<file path="config.mk">
export PLATFORM = sky130hd
export DESIGN_NAME = uart_tx_scheduler
export DESIGN_NICKNAME = d
export VERILOG_FILES = /design/src/rtl/uart_tx_scheduler.sv
export SDC_FILE = /design/constraint.sdc
export NUM_CORES = 1
export LEC_CHECK = 0
export ABC_AREA = 1
export BUFFER_PORTS_ARGS = -buffer_cell sky130_fd_sc_hd__buf_2
export CAP_MARGIN = 20
export CORE_AREA = 2 2 59 56
export DETAILED_ROUTE_END_ITERATION = 12
export DIE_AREA = 0 0 61 58
export PLACE_DENSITY = 0.82
export SKIP_CTS_REPAIR_TIMING = 1
export SYNTH_ARGS = -nofsm -noshare
export SYNTH_HDL_FRONTEND = slang
export SYNTH_SLANG_ARGS = --single-unit
</file>
<file path="constraint.sdc">
create_clock -name clk -period 4.6 [get_ports clk]
set_input_delay 0.23 -clock clk [delete_from_list [all_inputs] [get_ports clk]]
set_output_delay 0.23 -clock clk [all_outputs]
set_load 0.05 [all_outputs]
</file>
<file path="src/rtl/uart_tx_scheduler.sv">
// uart_tx_scheduler
//   Shares one TX FIFO between NUM_REQ byte producers and drains it into the
//   UART transmitter. A round-robin arbiter owns the FIFO write strobe and a
//   drain FSM owns the FIFO read strobe; a pop always takes precedence over a
//   push, so the two strobes are never asserted together.
//   Optional build macro: UART_SCHED_PRIO0_EN gives producer 0 strict
//   priority while producers 1..NUM_REQ-1 keep rotating among themselves.
module uart_tx_scheduler #(
    parameter int NUM_REQ   = 4,
    parameter int DATA_BITS = 8
) (
    input  logic                         clk,
    input  logic                         reset,
    input  logic [NUM_REQ-1:0]           req,
    input  logic [NUM_REQ*DATA_BITS-1:0] req_data,
    output logic [NUM_REQ-1:0]           grant,
    output logic [DATA_BITS-1:0]         fifo_wdata,
    output logic                         fifo_push,
    input  logic                         fifo_full,
    output logic                         fifo_pop,
    input  logic [DATA_BITS-1:0]         fifo_rdata,
    input  logic                         fifo_empty,
    output logic [DATA_BITS-1:0]         tx_data,
    output logic                         tx_start,
    input  logic                         tx_busy
);

    localparam int PTR_W = (NUM_REQ > 1) ? $clog2(NUM_REQ) : 1;

`ifdef UART_SCHED_PRIO0_EN
    localparam bit PRIO0_EN = 1'b1;
`else
    localparam bit PRIO0_EN = 1'b0;
`endif

    typedef enum logic [2:0] {
        S_IDLE,
        S_POP,
        S_WAIT,
        S_LOAD,
        S_ACK,
        S_DONE
    } state_t;

    state_t               state_q, state_d;
    logic [PTR_W-1:0]     rr_ptr_q, rr_ptr_d;
    logic [DATA_BITS-1:0] tx_data_q, tx_data_d;
    logic                 tx_start_q, tx_start_d;
    logic                 fifo_pop_q, fifo_pop_d;

    logic                 win_found;
    logic [PTR_W-1:0]     win_idx;
    logic                 grant_en;

    // Index base+off wrapped into 0..NUM_REQ-1 (off is always < NUM_REQ).
    function automatic logic [PTR_W-1:0] wrap_add(input logic [PTR_W-1:0] base,
                                                  input int               off);
        int s;
        s = int'(base) + off;
        if (s >= NUM_REQ) s = s - NUM_REQ;
        return PTR_W'(s);
    endfunction

    // Arbiter: pick the first pending producer at or after rr_ptr (producer 0
    // short-circuits the search and is skipped by the rotation when it has
    // strict priority).
    always_comb begin
        logic [PTR_W-1:0] idx;
        win_found = 1'b0;
        win_idx   = '0;
        idx       = '0;
        if (PRIO0_EN && req[0]) begin
            win_found = 1'b1;
            win_idx   = '0;
        end else begin
            for (int k = 0; k < NUM_REQ; k++) begin
                idx = wrap_add(rr_ptr_q, k);
                if (!win_found && !(PRIO0_EN && idx == '0) && req[idx]) begin
                    win_found = 1'b1;
                    win_idx   = idx;
                end
            end
        end
    end

    // Grant/push decode and pointer advance; a cycle spent popping blocks the push.
    always_comb begin
        int nxt;
        grant_en   = !reset && !fifo_full && win_found && (state_q != S_POP);
        grant      = '0;
        fifo_push  = 1'b0;
        fifo_wdata = '0;
        rr_ptr_d   = rr_ptr_q;
        nxt        = 0;
        if (grant_en) begin
            grant      = NUM_REQ'(1) << win_idx;
            fifo_push  = 1'b1;
            fifo_wdata = req_data[int'(win_idx)*DATA_BITS +: DATA_BITS];
            if (!(PRIO0_EN && win_idx == '0)) begin
                nxt = int'(win_idx) + 1;
                if (nxt >= NUM_REQ) nxt = PRIO0_EN ? 1 : 0;
                rr_ptr_d = PTR_W'(nxt);
            end
        end
    end

    // Drain FSM next state: pop, let the FIFO read data settle for a cycle,
    // then launch the frame and follow the transmitter's busy handshake.
    always_comb begin
        state_d    = state_q;
        tx_data_d  = tx_data_q;
        tx_start_d = 1'b0;
        fifo_pop_d = 1'b0;
        case (state_q)
            S_IDLE: begin
                if (!fifo_empty && !tx_busy) begin
                    state_d    = S_POP;
                    fifo_pop_d = 1'b1;
                end
            end
            S_POP: begin
                state_d = S_WAIT;
            end
            S_WAIT: begin
                state_d    = S_LOAD;
                tx_data_d  = fifo_rdata;
                tx_start_d = 1'b1;
            end
            S_LOAD: begin
                state_d = S_ACK;
            end
            S_ACK: begin
                if (tx_busy) state_d = S_DONE;
            end
            S_DONE: begin
                if (!tx_busy) state_d = S_IDLE;
            end
            default: begin
                state_d = S_IDLE;
            end
        endcase
    end

    // State, pointer and registered FSM outputs; reset drops any popped byte.
    always_ff @(posedge clk) begin
        if (reset) begin
            state_q    <= S_IDLE;
            rr_ptr_q   <= '0;
            tx_data_q  <= '0;
            tx_start_q <= 1'b0;
            fifo_pop_q <= 1'b0;
        end else begin
            state_q    <= state_d;
            rr_ptr_q   <= rr_ptr_d;
            tx_data_q  <= tx_data_d;
            tx_start_q <= tx_start_d;
            fifo_pop_q <= fifo_pop_d;
        end
    end

    assign tx_data  = tx_data_q;
    assign tx_start = tx_start_q;
    assign fifo_pop = fifo_pop_q;

endmodule

</file>
==> results of run 1 <==
## flip-flops by register name, indices dropped and copies added (netlist names)
register / count
tx_data: 8
rr_ptr_q: 2
tx_start: 1
fifo_pop: 1
state_q: 3
## per-stage QoR
stage          std cells  setup WS [ns]  power, W  cell area, um^2  hold slack (ns)
6_report             345           1.72  0.000914             1730            0.114
5_1_grt              345           1.49  0.000998             1730            0.102
4_1_cts              345           1.73  0.000918             1730            0.109
3_5_place_dp         341           2.06  0.000841             1700            0.414
3_3_place_gp         341           2.11  0.000834             1700            0.411
2_1_floorplan        233           2.24  0.000733             1340            0.299
## worst max-delay path: cells and delay by family, from the launching register on
kind,cells,cell delay (ns)
DFF,1,0.57
and+or+nand+nor,10,1.18
AOI/OAI and AO/OA,1,0.16
buffers and inverters,2,0.46
## where the power goes
group          switching [W]  internal (W)
Sequential         0.0000291      0.000168
Combinational       0.000469      0.000174
Clock              0.0000397     0.0000337
## how the worst max path moves through the flow
| stage | from | to | slack [ns] | depth (start not counted) |
|---|---|---|---|---|
| CTS | rr_ptr_q[0] | fifo_wdata[7] | 1.73 | 13 |
| finish | rr_ptr_q[0] | fifo_wdata[7] | 1.72 | 13 |
| floorplan | rr_ptr_q[0] | grant[2] | 2.24 | 12 |
| global route | rr_ptr_q[0] | fifo_wdata[7] | 1.49 | 13 |
| detailed placement | rr_ptr_q[0] | fifo_wdata[7] | 2.06 | 13 |
| global placement | rr_ptr_q[0] | fifo_wdata[7] | 2.11 | 11 |
## area by class of cell
class,instances,area [um^2],share of cell area
sequential,15,300,0.174
tap,42,52.6,0.0304
timing repair buffer,71,355,0.206
clock buffer,4,26.3,0.0152
inverter,37,139,0.0804
multi-input combinational,176,853,0.494
## logic make-up (layout without fill, tap and decap cells)
| group | after synthesis | in the layout |
|---|---|---|
| AO/OA/AOI/OAI | 28 | 28 |
| flip-flops | 15 | 15 |
| adder cells (fa/ha/maj) | 4 | 4 |
| AND/OR/NAND/NOR | 144 | 144 |
| buffers and inverters | 42 | 112 |
## per-layer routing
metal  wire length (um)  vias to the layer above
li1                   -                      871
met1               1480                      727
met2               1710                       56
met3                179                        4
met4                 25                        0
met5                  0                        -
## layout by cell type (no fill, tap or decap), types with 2 or more instances in the layout
cell type and n:
a21oi_1 12, buf_2 71, clkbuf_4 3, dfxtp_1 15
ha_1 4, inv_1 31, inv_2 5, nand2_1 70
nand2_2 7, nand3_1 31, nand3_4 2, nor2_1 27
o21ai_0 11, o21ai_1 2
==> out/summary.md, run 1 <==
The first TritonRoute pass finished after 4 iterations. The logs give 0.591 for the utilization after layout and 3 for the number of buffers created by CTS. The share of async-settable or async-resettable flops after synthesis was 0. The clock latency of the later-clocked register in the worst-skew pair is 0.28 ns, and the number of setup violations in the final report is 0.

The adder-cell share of the synthesized area is 0.0373, and the maximum achievable frequency is 0.347 GHz. The endpoint with the worst hold slack was fifo_pop. The final period utilization works out to 0.626. Final number of max-transition violations: 0.

The tools report the worst IR drop on VDD as 0.000328 V. The class of the tightest hold or removal check is in -> reg. Measured along the x axis, the die boundary spans 61 um. After synthesis, the most frequently instantiated cells are nand2_1 (70), inv_1 (31), nand3_1 (31). Launch point of the worst hold path: fifo_empty.

In this run the critical register-to-register path is launched from rr_ptr_q[0]. During I/O placement, the number of pins put on the boundary was 72. The critical path goes through inv_2, nand2_1, nand2_2, nand2_1, nand2_2, nor2_4, nand3_4, nand3_4, nand2_1, nand2_1, nand2_1, a21oi_1, buf_2. The synthesized netlist contains 27 unique library cells. Buffers placed on the I/O ports in this run total 71. The sort of element at the end of the critical path was a primary output. The met2 layer usage reported by global route came out at 0.318. For this design the ratio of total power to cell area is 529 nW/um^2. The share of the synthesized area in compound gates (AO/OA/AOI/OAI) is 0.111, and the detail-routed net length per standard cell is 9.84 um. The tools report the met1 track utilization from global routing as 0.233. The startpoint-to-endpoint class of the critical path is reg -> out. In the post-synthesis netlist, the cell with the most instances is nand2_1. The top-area cell type share of the netlist area works out to 0.224. The slowest stage of the critical path belongs to the cell dfxtp_1. Measured in cells, the most critical reg-to-reg path has a length of 12.

Summed over all layers, the global routing overflow is 0. The synthesized flop and latch total works out to 15. Element type at the critical path start: a flop.

The number of nets still failing antenna checks after routing came out at 0. TritonCTS built the clock tree. For the count of fill cells added during filler insertion, the log shows 293.

The run gives 0.459 as the initial core utilization. The tools report the endpoint of the worst-slack reg-to-reg timing path as rr_ptr_q[1]. In the synthesized netlist, the number of instances is 233. Row count: 19. Setup repair after global routing left no endpoint under its margin.

Max-cap violations in this run came to 0. Worst hold path cell count: 2. The Yosys step of the flow raised 0 warnings. The depth of the CTS H-tree is 1, and the overall die area is 3540 um^2. The clock transition at the registers of the reported paths was 0.08 ns; the worst reg-to-reg setup slack was 2.18 ns. The mean instance size in the synthesized netlist was 5.76 um^2. In this run the worst path has a maximum fanout of 19. The number of global-route vias before repair was 1,336; the area inside the core boundary was 2920 um^2. The net count of the finished layout is 357.

After detailed routing, the number of remaining DRC violations is 0. At the pin with the least slew margin, the transition time is 0.811 ns. The run gives 0.224 as the sequential element share of the synthesized area.

The mux contribution to synthesized area works out to 0. Clock root buffer: clkbuf_4. The simple logic cell fraction of the synthesized area is 0.487.

Time the worst path needs with I/O delays and setup: 2.88 ns. Adding up every negative setup slack in the final design gives 0 ns. After global routing, the most crowded layer is met2. CTS saw 15 sinks. Relative to the synthesized area, the layout overhead comes to 28.6%.

Summing over every cut layer, the via total after detailed routing is 1,658. The run gives 107 as the count of routing violations after the opening detailed-route iteration. For this run, the slowest stage of the critical path takes 0.57 ns.

The first global-routing pass estimated 5130 um of wire. The count of flip-flops with a built-in enable after synthesis came out at 0. The number of nets in the synthesized netlist is 286. In this run the cell area of the synthesized design comes to 1340 um^2. The run gives 0.0201 as the global routing met3 resource utilization. By instance count, the cell type seen most on the critical path is nand2_1.

The fraction of layout instances using a drive strength above 1 came out at 0.300. Die extent in y: 58 um. Yosys attributes the largest share of cell area to dfxtp_1 (22%), nand2_1 (20%), nand3_1 (12%).

The XOR/XNOR share of the synthesized area was 0; the detail-routed via count per cell was 4.81. Routability-driven placement finished with a final weighted congestion of 0.798. Data on the critical path is required at its endpoint by 4.37 ns.

After synthesis, the largest family of logic cells by area is simple AND/OR/NAND/NOR gates. The clock arrives with 0.00159 ns of skew. At the worst endpoint, the arrival time is 2.65 ns. The pin count of the biggest net entering global routing was 20. The routed design has 3400 um of wire.

The initial antenna violation count was 0; the relative slew slack was 0.455. The number of failing hold endpoints at the final stage was 0. The repair_antennas step left the layout with diodes totalling 0.

Cell type with the highest aggregate area in the netlist: dfxtp_1. The dominant register cell in the synthesized netlist is dfxtp_1. The analysis attributes to cell leakage a power of 1.06 nW. Counting along the longest clock path gives a buffer depth of 2.

The flow ran to the end, and the final reports show no timing, DRC or antenna violations. The tools report the aggregate global-route resource usage as 0.182. The wire-length estimate of the detail-placed layout is 2670 um.
Power figures use the tool's default switching activity.
==> run 2, diff against run 1 <==
- CORE_AREA: 2 2 59 56 -> 2 2 61 57
- DIE_AREA: 0 0 61 58 -> 0 0 63 59
- PLACE_DENSITY: 0.82 -> 0.78
- clock period: 4.6 -> 2.8 ns (I/O delays scaled with it)
==> run 2 against run 1 <==
Against the previous run: core utilization is 1.4 points lower; final cell count is 0.29% higher; non-clock buffer count is 1 higher; routed wire length is 1.3% higher; register-to-register slack worse by 1.6 ns; die area is 5.1% higher; combinational power is 66% higher.
==> out/summary.md, run 2 (synthesized netlist as in run 1, its figures left out) <==
The flow ran to the end, and the final reports show no timing, DRC or antenna violations. Switching power of the nets: 0.000885 W (+65%). The die boundary width was 63 um (+3.3%).

The logs give 2.47 ns (-0.18 ns) for the arrival time at the worst endpoint and 3720 um^2 (+5.1%) for the overall die area. The tools report the post-layout instance count excluding filler cells as 346 (+0.29%). Relative to the synthesized area, the layout overhead comes to 29.7%. The number of placed I/O pins is 72 (unchanged), and the remaining design rule violation count is 0 (unchanged). The tools report the count of routing violations after the opening detailed-route iteration as 102 (-4.7%). The run gives 0.000646 V (+97%) as the worst IR drop on VDD. Leaving out fill and tap cells, the most frequent cell in the layout is nand2_1. Fraction of layout instances using a drive strength above 1: 0.309 (+0.00888).

Pin count of the biggest net entering global routing: 20 (unchanged). The maximum fanout along the worst path is 12 (-7). The tools report the depth of the CTS H-tree as 1 (unchanged). The element type at the critical path start was a flop. The run gives 2680 um (+0.18%) as the total half-perimeter wirelength after legalization and detailed placement. The total congestion overflow is 0 (unchanged).

The largest buffer count on any clock path is 2 (unchanged). The number of buffer cells added on primary ports is 71 (unchanged). The number of nets still failing antenna checks after routing was 0 (unchanged); the weighted congestion at the end of routability-driven global placement was 0.860 (+7.8%). The layout net count came out at 358 (+0.28%). The startpoint-to-endpoint class of the critical path was reg -> out. The tools report the number of failing hold endpoints at the final stage as 0 (unchanged). The via total after detailed routing is 1,610 (-2.9%).

The tools report the sort of element at the end of the critical path as a primary output. The clock group share of total power came out at 0.080 (about the same). The number of cells on the worst reg-to-reg path was 12 (unchanged).

For the accumulated negative setup slack, the log shows 0 ns (unchanged). The relative slew slack is 0.671 (+0.215). The tools report the row count as 19 (unchanged).

The worst hold path cell count is 2 (unchanged), and the maximum achievable frequency is 0.383 GHz. For the sequential group share of total power, the log shows 0.215 (about the same). The initial antenna violation count is 0 (unchanged), and the static leakage is 1.06 nW (+0.69%).

The detailed-router iteration count before antenna repair is 4 (unchanged). For the number of setup violations in the final report, the log shows 0 (unchanged). The total wire length was 3440 um (+1.3%). The actual transition at the worst max-transition pin is 0.493 ns (-0.318 ns). The detail-routed via count per cell came out at 4.65 (-3.2%).

The cell count after placement is 342 (+0.29%), and the internal power contribution is 0.000626 W (+66%). The max capacitance violation total is 0 (unchanged). The clock transition at the registers of the reported paths is 0.09 ns (about the same). The tools report the final number of max-transition violations as 0 (unchanged). The switching power as a share of total power was 0.586 (-0.00223).

TritonCTS built the clock tree. The number of buffers created by CTS is 3 (unchanged), and the utilization after layout is 0.577 (-0.0136). The detail-routed net length per standard cell is 9.95 um (+1.0%), and the number of flip-flops under the largest register name is 8 (unchanged).

Die extent in y: 59 um (+1.7%). The min-delay analysis places its worst path in the category in -> reg. Required arrival time at the worst endpoint: 2.66 ns (-1.71 ns). The time the worst path needs with I/O delays and setup was 2.61 ns. The global-route wire length before repair was 5570 um (+8.6%); the final period utilization was 0.932. The initial core utilization was 0.445 (-0.0145). In the layout the commonest cells are nand2_1 (70), buf_2 (69), inv_1 (31), nand3_1 (31), nor2_1 (27). For the area inside the core boundary, the log shows 3020 um^2 (+3.3%). The run gives 0.180 (-0.00155) as the aggregate global-route resource usage. The tools report the clock root buffer as clkbuf_4. The tools report the antenna diode count as 0 (unchanged). The portion of total power attributed to combinational logic is 0.705 (+0.002). The setup skew after layout came out at 0.0105 ns (+0.00890 ns). The post-route cell area is 1740 um^2 (+0.87%), and the number of clock sinks is 15 (unchanged). The power density relative to cell area works out to 867 nW/um^2 (+64%). Number of global-route vias before repair: 1,370 (+2.5%). The clock latency of the later-clocked register in the worst-skew pair is 0.28 ns (about the same), and the cell area after placement is 1710 um^2 (+0.44%).
-- run 2: cell count changes in the layout (fill, tap and decap cells not counted), sizes merged --
cell    delta
buf        -1
clkbuf     +1
clkinv     +1
-- run 2: area by class of cell --
type / count / area (um^2)
clock inverter: 1 / 5.00
sequential: 15 / 302
inverter: 37 / 139
clock buffer: 3 / 22.5
tap: 42 / 52.6
fill: 325 / 1280
timing repair buffer: 72 / 368
multi-input combinational: 176 / 853
-- run 2: final timing paths --
| path | start | endpoint | slack (ns) |
|---|---|---|---|
| min reg2reg | tx_data[5] | tx_data[5] | 0.52 |
| max reg2reg | rr_ptr_q[0] | rr_ptr_q[1] | 0.59 |
| min | fifo_empty | fifo_pop | 0.02 |
| max | rr_ptr_q[0] | grant[3] | 0.19 |
-- run 2: stage by stage --
stage | setup WS (ns) | power, W | hold WS, ns
6_report | 0.190 | 0.00151 | 0.0216
5_1_grt | -0.000353 | 0.00165 | 0.0213
4_1_cts | 0.0268 | 0.00151 | 0.0199
3_5_place_dp | 0.350 | 0.00139 | 0.324
3_3_place_gp | 0.404 | 0.00138 | 0.322
2_1_floorplan | 0.528 | 0.00120 | 0.209
-- run 2: per-layer routing --
metal	GRT usage	part of all wire	vias to the layer above	wire length, um
met5	0	0	-	0
met4	0.0381	0.0012	0	4
met3	0.0209	0.064	2	221
met2	0.330	0.48	50	1660
met1	0.231	0.45	682	1560
li1	-	-	876	-
-- run 2: power groups by stage --
stage                     Combinational [W]  Sequential [W]  Clock [W]
final                               0.00107        0.000325   0.000121
after CTS                           0.00106        0.000324   0.000122
after detailed placement            0.00106        0.000327          0
after global placement              0.00106        0.000328          0
after floorplan                    0.000737        0.000467          0
after global routing                0.00118        0.000336   0.000134
-- run 2: critical path: stages, from the launching register on --
cell      delay, ns
dfxtp_2        0.46
inv_2          0.13
nand2_1        0.08
nand2_1        0.10
nand2_1        0.10
nand2_2        0.06
nor2_4         0.14
nand3_1        0.10
nand3_1        0.12
nand2_4        0.12
inv_2          0.19
ha_1           0.17
inv_1          0.04
nor2_1         0.13
clkbuf_4       0.26
==> run 3, diff against run 2 <==
- RECOVER_POWER: not set -> 50
==> run 3 against run 2 <==
Against the previous run: first-iteration DRC count is 0.98% higher; sequential share of layout area is 0.16 points higher; clock-buffer cell count stayed put; via count is 0.37% higher; final cell count stayed put; routed wire length is 0.35% lower; global-route usage stayed put; non-clock buffer count stayed put; die area stayed put; register-to-register slack hardly changed; sequential power hardly changed; largest power group unchanged.
==> out/summary.md, run 3 (synthesized netlist as in run 1, its figures left out) <==
TritonCTS built the clock tree. The run gives 3720 um^2 (unchanged) as the overall die area. Via total after detailed routing: 1,616 (+0.37%).

The remaining design rule violation count is 0 (unchanged). The tools report the number of setup violations in the final report as 0 (unchanged). Number of cells on the worst reg-to-reg path: 12 (unchanged).

Relative area change from synthesis to final layout: 28.5%. Leaving out fill and tap cells, the most frequent cells in the layout are nand2_1 (70), buf_2 (59), inv_1 (31), nand3_1 (31), nor2_1 (27). Number of clock sinks: 15 (unchanged). The power density relative to cell area was 866 nW/um^2 (-0.16%); the antenna diode count was 0 (unchanged). The path with the worst hold slack has its endpoint at fifo_pop. The tools report the setup skew after layout as 0.0107 ns (+0.000154 ns).

Worst hold-check slack: 0.0216 ns (+0.0000657 ns). Initial antenna violation count: 0 (unchanged). The maximum achievable frequency was 0.385 GHz (+0.39%); the max capacitance violation total was 0 (unchanged). The final period utilization is 0.928 (-0.00365), and the die boundary width is 63 um (unchanged). The critical path goes through inv_2, nand2_1, nand2_1, nand2_1, nand2_2, nor2_4, nand3_1, nand3_1, nand2_4, inv_2, ha_1, inv_1, nor2_1, clkbuf_4. For the aggregate global-route resource usage, the log shows 0.180 (unchanged). The total chip power is 0.00149 W (-1.1%), and the number of buffer cells added on primary ports is 71 (unchanged).

In this run the worst hold path is classified as in -> reg. The number of flip-flops under the largest register name was 8 (unchanged); the detail-routed via count per cell was 4.67 (+0.37%). The logs give 0 (unchanged) for the number of failing hold endpoints at the final stage and 3 (unchanged) for the number of buffers created by CTS. Pin count of the biggest net entering global routing: 20 (unchanged). The time the worst path needs with I/O delays and setup is 2.60 ns (-0.0102 ns). The initial core utilization is 0.445 (unchanged). The worst hold path cell count is 2 (unchanged). The total congestion overflow is 0 (unchanged), and the layout net count is 358 (unchanged).

The tools report the number of global-route vias before repair as 1,370 (unchanged). The run gives 19 (unchanged) as the row count. The tools report the relative slew slack as 0.595 (-0.0756). The fraction of layout instances using a drive strength above 1 is 0.273 (-0.0362). Number of nets still failing antenna checks after routing: 0 (unchanged).

The total half-perimeter wirelength after legalization and detailed placement came out at 2680 um (unchanged). Leaving out fill and tap cells, the most frequent cell in the layout is nand2_1. The run gives 103 (+0.98%) as the count of routing violations after the opening detailed-route iteration. The tools report the arrival time at the worst endpoint as 2.46 ns (about the same). The worst reg-to-reg setup slack was 0.60 ns (about the same).

The tools report the total wire length as 3430 um (-0.35%). The detail-routed net length per standard cell was 9.91 um (-0.35%); the count of fill cells added during filler insertion was 334 (+2.8%). For the accumulated negative setup slack, the log shows 0 ns (unchanged). In this run the critical register-to-register path is launched from rr_ptr_q[0]. The detailed-router iteration count before antenna repair is 4 (unchanged).

The critical path buffer and inverter count was 4 (unchanged); the static leakage was 1.02 nW (-4.3%). STA classifies the critical path startpoint as a flop. In this run the critical register-to-register path is captured at rr_ptr_q[1].

On the critical path the largest part of the delay comes from simple AND/OR/NAND/NOR gates. The final number of max-transition violations is 0 (unchanged), and the depth of the CTS H-tree is 1 (unchanged). Startpoint-to-endpoint class of the critical path: reg -> out.

In this run the most critical hold path is launched from fifo_empty. The tools report the weighted congestion at the end of routability-driven global placement as 0.860 (unchanged). The sort of element at the end of the critical path is a primary output. The largest individual stage delay along the critical path comes from the cell dfxtp_2. The run gives 72 (unchanged) as the number of placed I/O pins. The worst IR drop on VDD is 0.000633 V (-2.0%), and the actual transition at the worst max-transition pin is 0.610 ns (+0.117 ns). The highest cell delay on the worst timing path is 0.46 ns (about the same), and the required arrival time at the worst endpoint is 2.66 ns (about the same).

The global-route wire length before repair is 5570 um (unchanged). Clock root buffer: clkbuf_4. The die extent in y was 59 um (unchanged). The area inside the core boundary came out at 3020 um^2 (unchanged). The maximum fanout along the worst path works out to 12 (unchanged). The clock latency of the later-clocked register in the worst-skew pair came out at 0.28 ns (about the same).

The critical path's most frequent cell is nand2_1. The flow ran to the end, and the final reports show no timing, DRC or antenna violations. The clock transition at the registers of the reported paths is 0.09 ns (about the same), and the largest buffer count on any clock path is 2 (unchanged).
run 3: worst max-delay path by stage:
| stage | startpoint | end | slack, ns | cells past startpoint |
|---|---|---|---|---|
| 2_1_floorplan | rr_ptr_q[0] | grant[2] | 0.53 | 12 |
| 3_3_place_gp | rr_ptr_q[0] | grant[3] | 0.40 | 14 |
| 3_5_place_dp | rr_ptr_q[0] | grant[3] | 0.35 | 14 |
| 4_1_cts | rr_ptr_q[0] | grant[3] | 0.03 | 14 |
| 5_1_grt | rr_ptr_q[0] | fifo_wdata[0] | -0.0004 | 13 |
| 6_report | rr_ptr_q[0] | grant[3] | 0.20 | 14 |
run 3: metrics by stage:
| step | instance area [um^2] | std cells | util | setup WS, ns |
|---|---|---|---|---|
| floorplan | 1340 | 233 | - | 0.528 |
| finish | 1730 | 346 | 0.571 | 0.200 |
| detailed placement | 1710 | 342 | 0.566 | 0.350 |
| CTS | 1740 | 346 | 0.575 | 0.0268 |
| global placement | 1710 | 342 | 0.566 | 0.404 |
| global route | 1730 | 346 | 0.571 | -0.000353 |
run 3: routing by layer:
metal,track usage,vias to the layer above,share of wire
met1,0.231,690,0.45
li1,-,876,-
met3,0.0209,2,0.062
met2,0.330,48,0.49
met5,0,-,0
met4,0.0381,0,0.0012
run 3: area by class of cell:
cell class	count	area (um^2)	share of cell area
Clock buffer	3	22.5	0.0131
Clock inverter	1	5.00	0.00290
Inverter	37	139	0.0805
Multi-Input combinational cell	176	853	0.495
Sequential cell	15	302	0.175
Tap cell	42	52.6	0.0305
Timing Repair Buffer	72	352	0.204
run 3: worst register-to-register path, cell delays in order, from the launching register on:
cell     delay, ns
dfxtp_2       0.46
inv_2         0.12
nand2_1       0.08
nand2_1       0.10
nand2_1       0.10
nand2_2       0.06
nor2_4        0.14
nand3_4       0.21
nand3_4       0.25
inv_2         0.08
ha_1          0.28
o21ai_0       0.16
a21oi_1       0.05
run 3: power by group:
part / total (W) / leakage [nW] / internal (W) / switching [W]
Clock: 0.000120 / 0.0177 / 0.0000529 / 0.0000675
Sequential: 0.000326 / 0.123 / 0.000277 / 0.0000485
Combinational: 0.00105 / 0.877 / 0.000278 / 0.000769
Total: 0.00149 / 1.02 / 0.000609 / 0.000885
